--- src/rtl/up_initiator.sv ---
// up_initiator: turns a valid/ready command stream into single up-bus read or
// write requests. It waits for the matching ack or a timeout, then returns one
// response. Only one transaction is in flight at a time.
//
// Handshakes: cmd and rsp follow strict valid/ready semantics. A beat transfers
// on a rising edge where valid and ready are both high. valid never depends on
// ready. rsp_rdata/rsp_error hold steady while rsp_valid is high and unaccepted.
module up_initiator #(
  parameter int ADDRESS_WIDTH  = 32,
  parameter int BUS_WIDTH      = 4,
  parameter int TIMEOUT_CYCLES = 255
) (
  input  logic                     clk,
  input  logic                     rstn,
  input  logic                     cmd_valid,
  output logic                     cmd_ready,
  input  logic                     cmd_write,
  input  logic [ADDRESS_WIDTH-1:0] cmd_addr,
  input  logic [BUS_WIDTH*8-1:0]   cmd_wdata,
  output logic                     rsp_valid,
  input  logic                     rsp_ready,
  output logic [BUS_WIDTH*8-1:0]   rsp_rdata,
  output logic                     rsp_error,
  output logic                     up_rreq,
  input  logic                     up_rack,
  output logic [ADDRESS_WIDTH-1:0] up_raddr,
  input  logic [BUS_WIDTH*8-1:0]   up_rdata,
  output logic                     up_wreq,
  input  logic                     up_wack,
  output logic [ADDRESS_WIDTH-1:0] up_waddr,
  output logic [BUS_WIDTH*8-1:0]   up_wdata,
  output logic                     busy,
  output logic [1:0]               fsm_state
);

  typedef enum logic [1:0] {
    IDLE  = 2'd0,
    READ  = 2'd1,
    WRITE = 2'd2,
    RESP  = 2'd3
  } state_t;

  // A zero-width counter is not legal, so the disabled case keeps one bit.
  localparam int CW = (TIMEOUT_CYCLES > 0) ? $clog2(TIMEOUT_CYCLES + 1) : 1;
  localparam bit TO_EN = (TIMEOUT_CYCLES > 0);
  localparam logic [CW-1:0] CNT_MAX  = CW'(TIMEOUT_CYCLES);
  // The request has been high TIMEOUT_CYCLES cycles when this value is seen
  // with the ack still low on the current edge.
  localparam logic [CW-1:0] CNT_LAST = (TIMEOUT_CYCLES > 0) ? CW'(TIMEOUT_CYCLES - 1) : '0;

  state_t        state_q;
  state_t        state_d;
  logic [CW-1:0] cnt_q;
  logic          accept;
  logic          in_req;
  logic          ack_now;
  logic          timeout;

  assign accept  = cmd_valid & cmd_ready;
  assign in_req  = (state_q == READ) || (state_q == WRITE);
  assign ack_now = ((state_q == READ) & up_rack) | ((state_q == WRITE) & up_wack);
  assign timeout = TO_EN && in_req && !ack_now && (cnt_q == CNT_LAST);

  // State register.
  always_ff @(posedge clk or negedge rstn) begin
    if (!rstn) state_q <= IDLE;
    else       state_q <= state_d;
  end

  // Next-state logic; an ack on the timeout edge completes normally.
  always_comb begin
    state_d = state_q;
    case (state_q)
      IDLE:    if (accept) state_d = cmd_write ? WRITE : READ;
      READ:    if (up_rack || timeout) state_d = RESP;
      WRITE:   if (up_wack || timeout) state_d = RESP;
      RESP:    if (rsp_ready) state_d = IDLE;
      default: state_d = IDLE;
    endcase
  end

  // State-decoded outputs.
  always_comb begin
    cmd_ready = (state_q == IDLE);
    rsp_valid = (state_q == RESP);
    busy      = (state_q != IDLE);
    fsm_state = state_q;
  end

  // Registered request strobes, derived from the upcoming state so they rise
  // the cycle after accept and fall the cycle after completion.
  always_ff @(posedge clk or negedge rstn) begin
    if (!rstn) begin
      up_rreq <= 1'b0;
      up_wreq <= 1'b0;
    end else begin
      up_rreq <= (state_d == READ);
      up_wreq <= (state_d == WRITE);
    end
  end

  // Command latches; they keep their last value while idle.
  always_ff @(posedge clk or negedge rstn) begin
    if (!rstn) begin
      up_raddr <= '0;
      up_waddr <= '0;
      up_wdata <= '0;
    end else if (accept) begin
      if (cmd_write) begin
        up_waddr <= cmd_addr;
        up_wdata <= cmd_wdata;
      end else begin
        up_raddr <= cmd_addr;
      end
    end
  end

  // Timeout counter: cleared on accept, saturating count of ack-less cycles.
  always_ff @(posedge clk or negedge rstn) begin
    if (!rstn) begin
      cnt_q <= '0;
    end else if (accept) begin
      cnt_q <= '0;
    end else if (in_req && !ack_now && (cnt_q != CNT_MAX)) begin
      cnt_q <= cnt_q + 1'b1;
    end
  end

  // Response payload, captured once when the transaction finishes.
  always_ff @(posedge clk or negedge rstn) begin
    if (!rstn) begin
      rsp_rdata <= '0;
      rsp_error <= 1'b0;
    end else if ((state_q == READ) && up_rack) begin
      rsp_rdata <= up_rdata;
      rsp_error <= 1'b0;
    end else if ((state_q == WRITE) && up_wack) begin
      rsp_rdata <= '0;
      rsp_error <= 1'b0;
    end else if (timeout) begin
      rsp_rdata <= '0;
      rsp_error <= 1'b1;
    end
  end

endmodule

--- config.mk ---
export PLATFORM = sky130hd
export DESIGN_NAME = up_initiator
export DESIGN_NICKNAME = d
export VERILOG_FILES = /design/src/rtl/up_initiator.sv
export SDC_FILE = /design/constraint.sdc
export NUM_CORES = 1
export LEC_CHECK = 0
export ABC_AREA = 1
export BUFFER_PORTS_ARGS = -buffer_cell sky130_fd_sc_hd__buf_2
export CAP_MARGIN = 5
export CORE_AREA = 2 2 102 143
export CTS_CLUSTER_SIZE = 20
export DETAILED_ROUTE_END_ITERATION = 10
export DIE_AREA = 0 0 104 145
export PLACE_DENSITY = 0.76
export RECOVER_POWER = 25
export REMOVE_ABC_BUFFERS = 1
export SETUP_SLACK_MARGIN = 0.5
export SLEW_MARGIN = 20
export SYNTH_ARGS = -nofsm -noshare
export SYNTH_HDL_FRONTEND = slang
export SYNTH_SLANG_ARGS = --single-unit
--- constraint.sdc ---
create_clock -name clk -period 1.6 [get_ports clk]
set_input_delay 0.32 -clock clk [delete_from_list [all_inputs] [get_ports clk]]
set_output_delay 0.32 -clock clk [all_outputs]
set_load 0.03 [all_outputs]
==> impl_metrics.py <==
metrics = {
    "power": {
        "ir_drop_v": 0.001320,
        "power_density_nw_per_um2": 2302,
        "p_leak_nw": 5.445,
    },
    "synth": {
        "ys_ff_latch": 141,
        "ys_warn_count": 0,
        "synth_top_area_share_pct": 59.47,
        "netlist_instances": 555,
        "synth_seq_area_share_pct": 59.47,
        "synthAdderAreaFrac_pct": 1.687,
        "synth_top_family_by_area": "simple AND/OR/NAND/NOR gates",
        "syn_area_per_cell_um2": 10.69,
        "synth_mux_area_share_pct": 8.098,
        "synth_area_um2": 5933,
        "synth_compound_area_share_pct": 10.65,
        "synth_largest_area_cell": "dfrtp_1",
        "synth-xor-area-share_pct": 0.1476,
        "synthSimpleGateAreaFrac_pct": 11.45,
        "synth_area_leaders": "dfrtp_1 (59%), mux2_4 (8.1%), nand2_1 (5.2%), inv_1 (5.1%), o21ai_0 (4.4%)",
        "yosysUniqueCellTypes": 31,
    },
    "global_routing": {
        "grt.busiest_layer": "met2",
        "antenna_found_initial": 0,
        "grt_pass1_vias": 5403,
        "grt_max_degree": 46,
        "grtUsageTotal_pct": 23.23,
        "met2_usage_pct": 42.70,
        "use_met3_pct": 6.783,
        "grtUsageMet1_pct": 25.05,
        "grt-ovfl-total": 0,
        "grt_pass1_wl_mm": 27.59,
    },
    "clock_tree": {
        "cts.path.max_buffers": 2,
        "clk_latency_ns": 0.42,
        "clock_sinks": 141,
        "cts_buffers": 17,
        "cts-root-buf": "clkbuf_16",
        "cts-htree-levels": 4,
        "cts_tree": "yes",
        "clk_pin_slew_worst_paths_ns": 0.06,
    },
    "critical_path": {
        "startpoint_type": "flip-flop",
        "worstPathArrival_ns": 2.05,
        "crit_required_ns": 1.90,
        "r2r_start": "fsm_state[0]",
        "r2r-end": "up_wdata[7]",
        "worstSetupPathType": "reg -> reg",
        "worstRegToRegCells": 9,
        "endpoint_kind": "flip-flop",
        "path_max_fanout": 6,
        "ff2ff_setup_slack_ns": -0.14,
    },
    "timing": {
        "drv_slew": 0,
        "post-route-period-util_pct": 109.0,
        "final.min_clock_period_ns": 1.745,
        "rsz0062_at_grt": "yes",
        "worstMarginPinSlew_ns": 0.9472,
        "setup_viol": 126,
        "setup_slack_ns": -0.1446,
        "clock.fmax_ghz": 0.5732,
        "hold_viol_final": 0,
        "slew_headroom_pct": 36.86,
        "clock_skew_ns": 0.007269,
        "whs_ns": 0.1237,
    },
    "detailed_routing": {
        "drt-total-wl_mm": 20.84,
        "drt_iter0_markers": 163,
        "via_count": 5579,
        "dr.pass1.iters": 4,
        "routedWlPerCell_um": 18.74,
        "drt.antenna.violating_nets": 0,
        "via_per_inst": 5.017,
        "drc": 0,
    },
    "placed_design": {
        "gp_congestion": 0.8299,
        "placed_cells": 977,
        "pre_cts_ws_ns": -0.05528,
        "port_buffers": 238,
        "dp_hpwl_mm": 10.22,
    },
    "floorplanning": {
        "design.portCount": 239,
        "fp-row-count": 51,
        "die_h_um": 145,
        "coreArea_um2": 13780,
        "die_w_um": 104,
        "start_util_pct": 43.05,
        "die-area_um2": 15080,
    },
    "job": {
        "cap_violations": 0,
    },
    "final_layout": {
        "synthToLayoutAreaGrowth_pct": 78.41,
        "mostFrequentLayoutCells": "buf_6 (152), dfrtp_1 (140), buf_2 (101)",
        "fill_cells": 829,
        "drive_gt1_share_pct": 59.65,
        "n_antenna_cell": 0,
        "final_cell_count_no_fill": 1112,
        "nets": 1026,
        "final_common_cell": "buf_6",
    },
    "status": {
        "violations": "setup timing",
        "status": "finished, violations left",
    },
    "worst_hold_path": {
        "worstHoldStart": "cmd_wdata[17]",
        "min_to": "up_wdata[17]",
        "holdPathStages": 2,
        "hold_path.class": "in -> reg",
    },
}
==> power breakdown <==
group,total (W),leakage (nW),switching (W),internal [W]
clock,0.00382,0.283,0.00150,0.00232
sequential,0.00642,1.77,0.00129,0.00513
combinational,0.0141,3.39,0.00725,0.00688
total,0.0244,5.44,0.0100,0.0143
==> cell usage after synthesis <==
master	count
nand4_1	3
a31o_2	2
clkbuf_1	13
o31ai_2	1
nand3_2	3
buf_2	1
or2_2	1
o21ai_0	52
o21ai_1	40
a21oi_1	5
nor2_1	11
o21bai_1	2
mux2_4	32
nor3_1	2
nor2_4	1
buf_4	4
inv_2	4
nand2_4	4
dfrtp_1	141
or2_0	1
a31oi_1	1
o21ai_2	10
nand2_2	4
xor2_1	1
inv_1	81
ha_1	8
nand2_1	82
buf_6	9
nor2_2	2
o31ai_1	1
nand3_1	33
==> routing by layer <==
| metal | wire length [um] | vias to the layer above |
|---|---|---|
| met5 | 0 | - |
| met4 | 821 | 0 |
| met3 | 1142 | 63 |
| met2 | 11480 | 234 |
| met1 | 7396 | 2766 |
| li1 | - | 2516 |
==> cell families (layout without fill, tap and decap cells) <==
kind of cell	Yosys count	in the layout
AOI/OAI and AO/OA	114	114
xor gates and xnor gates	1	1
and+or+nand+nor	147	148
DFF	141	141
buffers and inverters	112	483
adders and majority gates	8	8
muxes	32	32
==> repair_timing <==
action / 4_1_cts / 5_1_grt
pin swaps: 8 / 15
endpoints found under the setup margin: 277 / 277
endpoints found under the hold margin: 32 / 0
cloned: 9 / 6
hold buffers: 1 / 0
gates resized for setup: 257 / 270
setup buffers: 31 / 57
==> worst max-delay path, cell delays in order, from the launching register on <==
cell     delay (ns)
dfrtp_1        0.40
inv_2          0.11
ha_4           0.16
buf_6          0.09
nand2_4        0.05
inv_4          0.12
nand2_8        0.10
buf_12         0.15
buf_16         0.13
mux2_4         0.30
==> worst max path at each step <==
stage                 startpoint      endpoint  slack, ns  cells after the start
floorplan           fsm_state[0]       up_wreq      -0.97                     10
global placement    fsm_state[0]  up_wdata[24]       0.02                      7
detailed placement  fsm_state[0]  up_raddr[29]      -0.06                      9
CTS                 fsm_state[1]          busy      -0.07                      5
global route        fsm_state[0]  up_raddr[22]      -0.19                     11
finish              fsm_state[0]   up_wdata[7]      -0.14                      9
==> per-stage QoR <==
| step | utilization, % | area, um^2 | setup TNS (ns) | total power (W) |
|---|---|---|---|---|
| global placement | 54.30 | 7485 | 0 | 0.01446 |
| finish | 76.80 | 10590 | -8.304 | 0.02437 |
| CTS | 67.79 | 9344 | -2.183 | 0.02138 |
| floorplan | - | 5748 | -101.50 | 0.01169 |
| detailed placement | 54.30 | 7485 | -1.058 | 0.01464 |
| global route | 76.80 | 10590 | -15.95 | 0.02539 |
==> cell type report <==
type	instances	area, um^2	area share [%]
sequential	141	3530	33.35
timing repair buffer	367	3521	33.26
multi-input combinational	303	2397	22.65
clock buffer	20	446.7	4.220
inverter	85	339.1	3.203
tap	185	231.5	2.187
clock inverter	11	120.1	1.135
==> flip-flops by register name, summed over array words and instances (netlist names) <==
name	count
up_waddr	32
rsp_error	1
fsm_state	2
up_rreq	1
rsp_rdata	32
up_wdata	32
cnt_q	8
up_wreq	1
up_raddr	32
(Power assumes the default switching activity.)
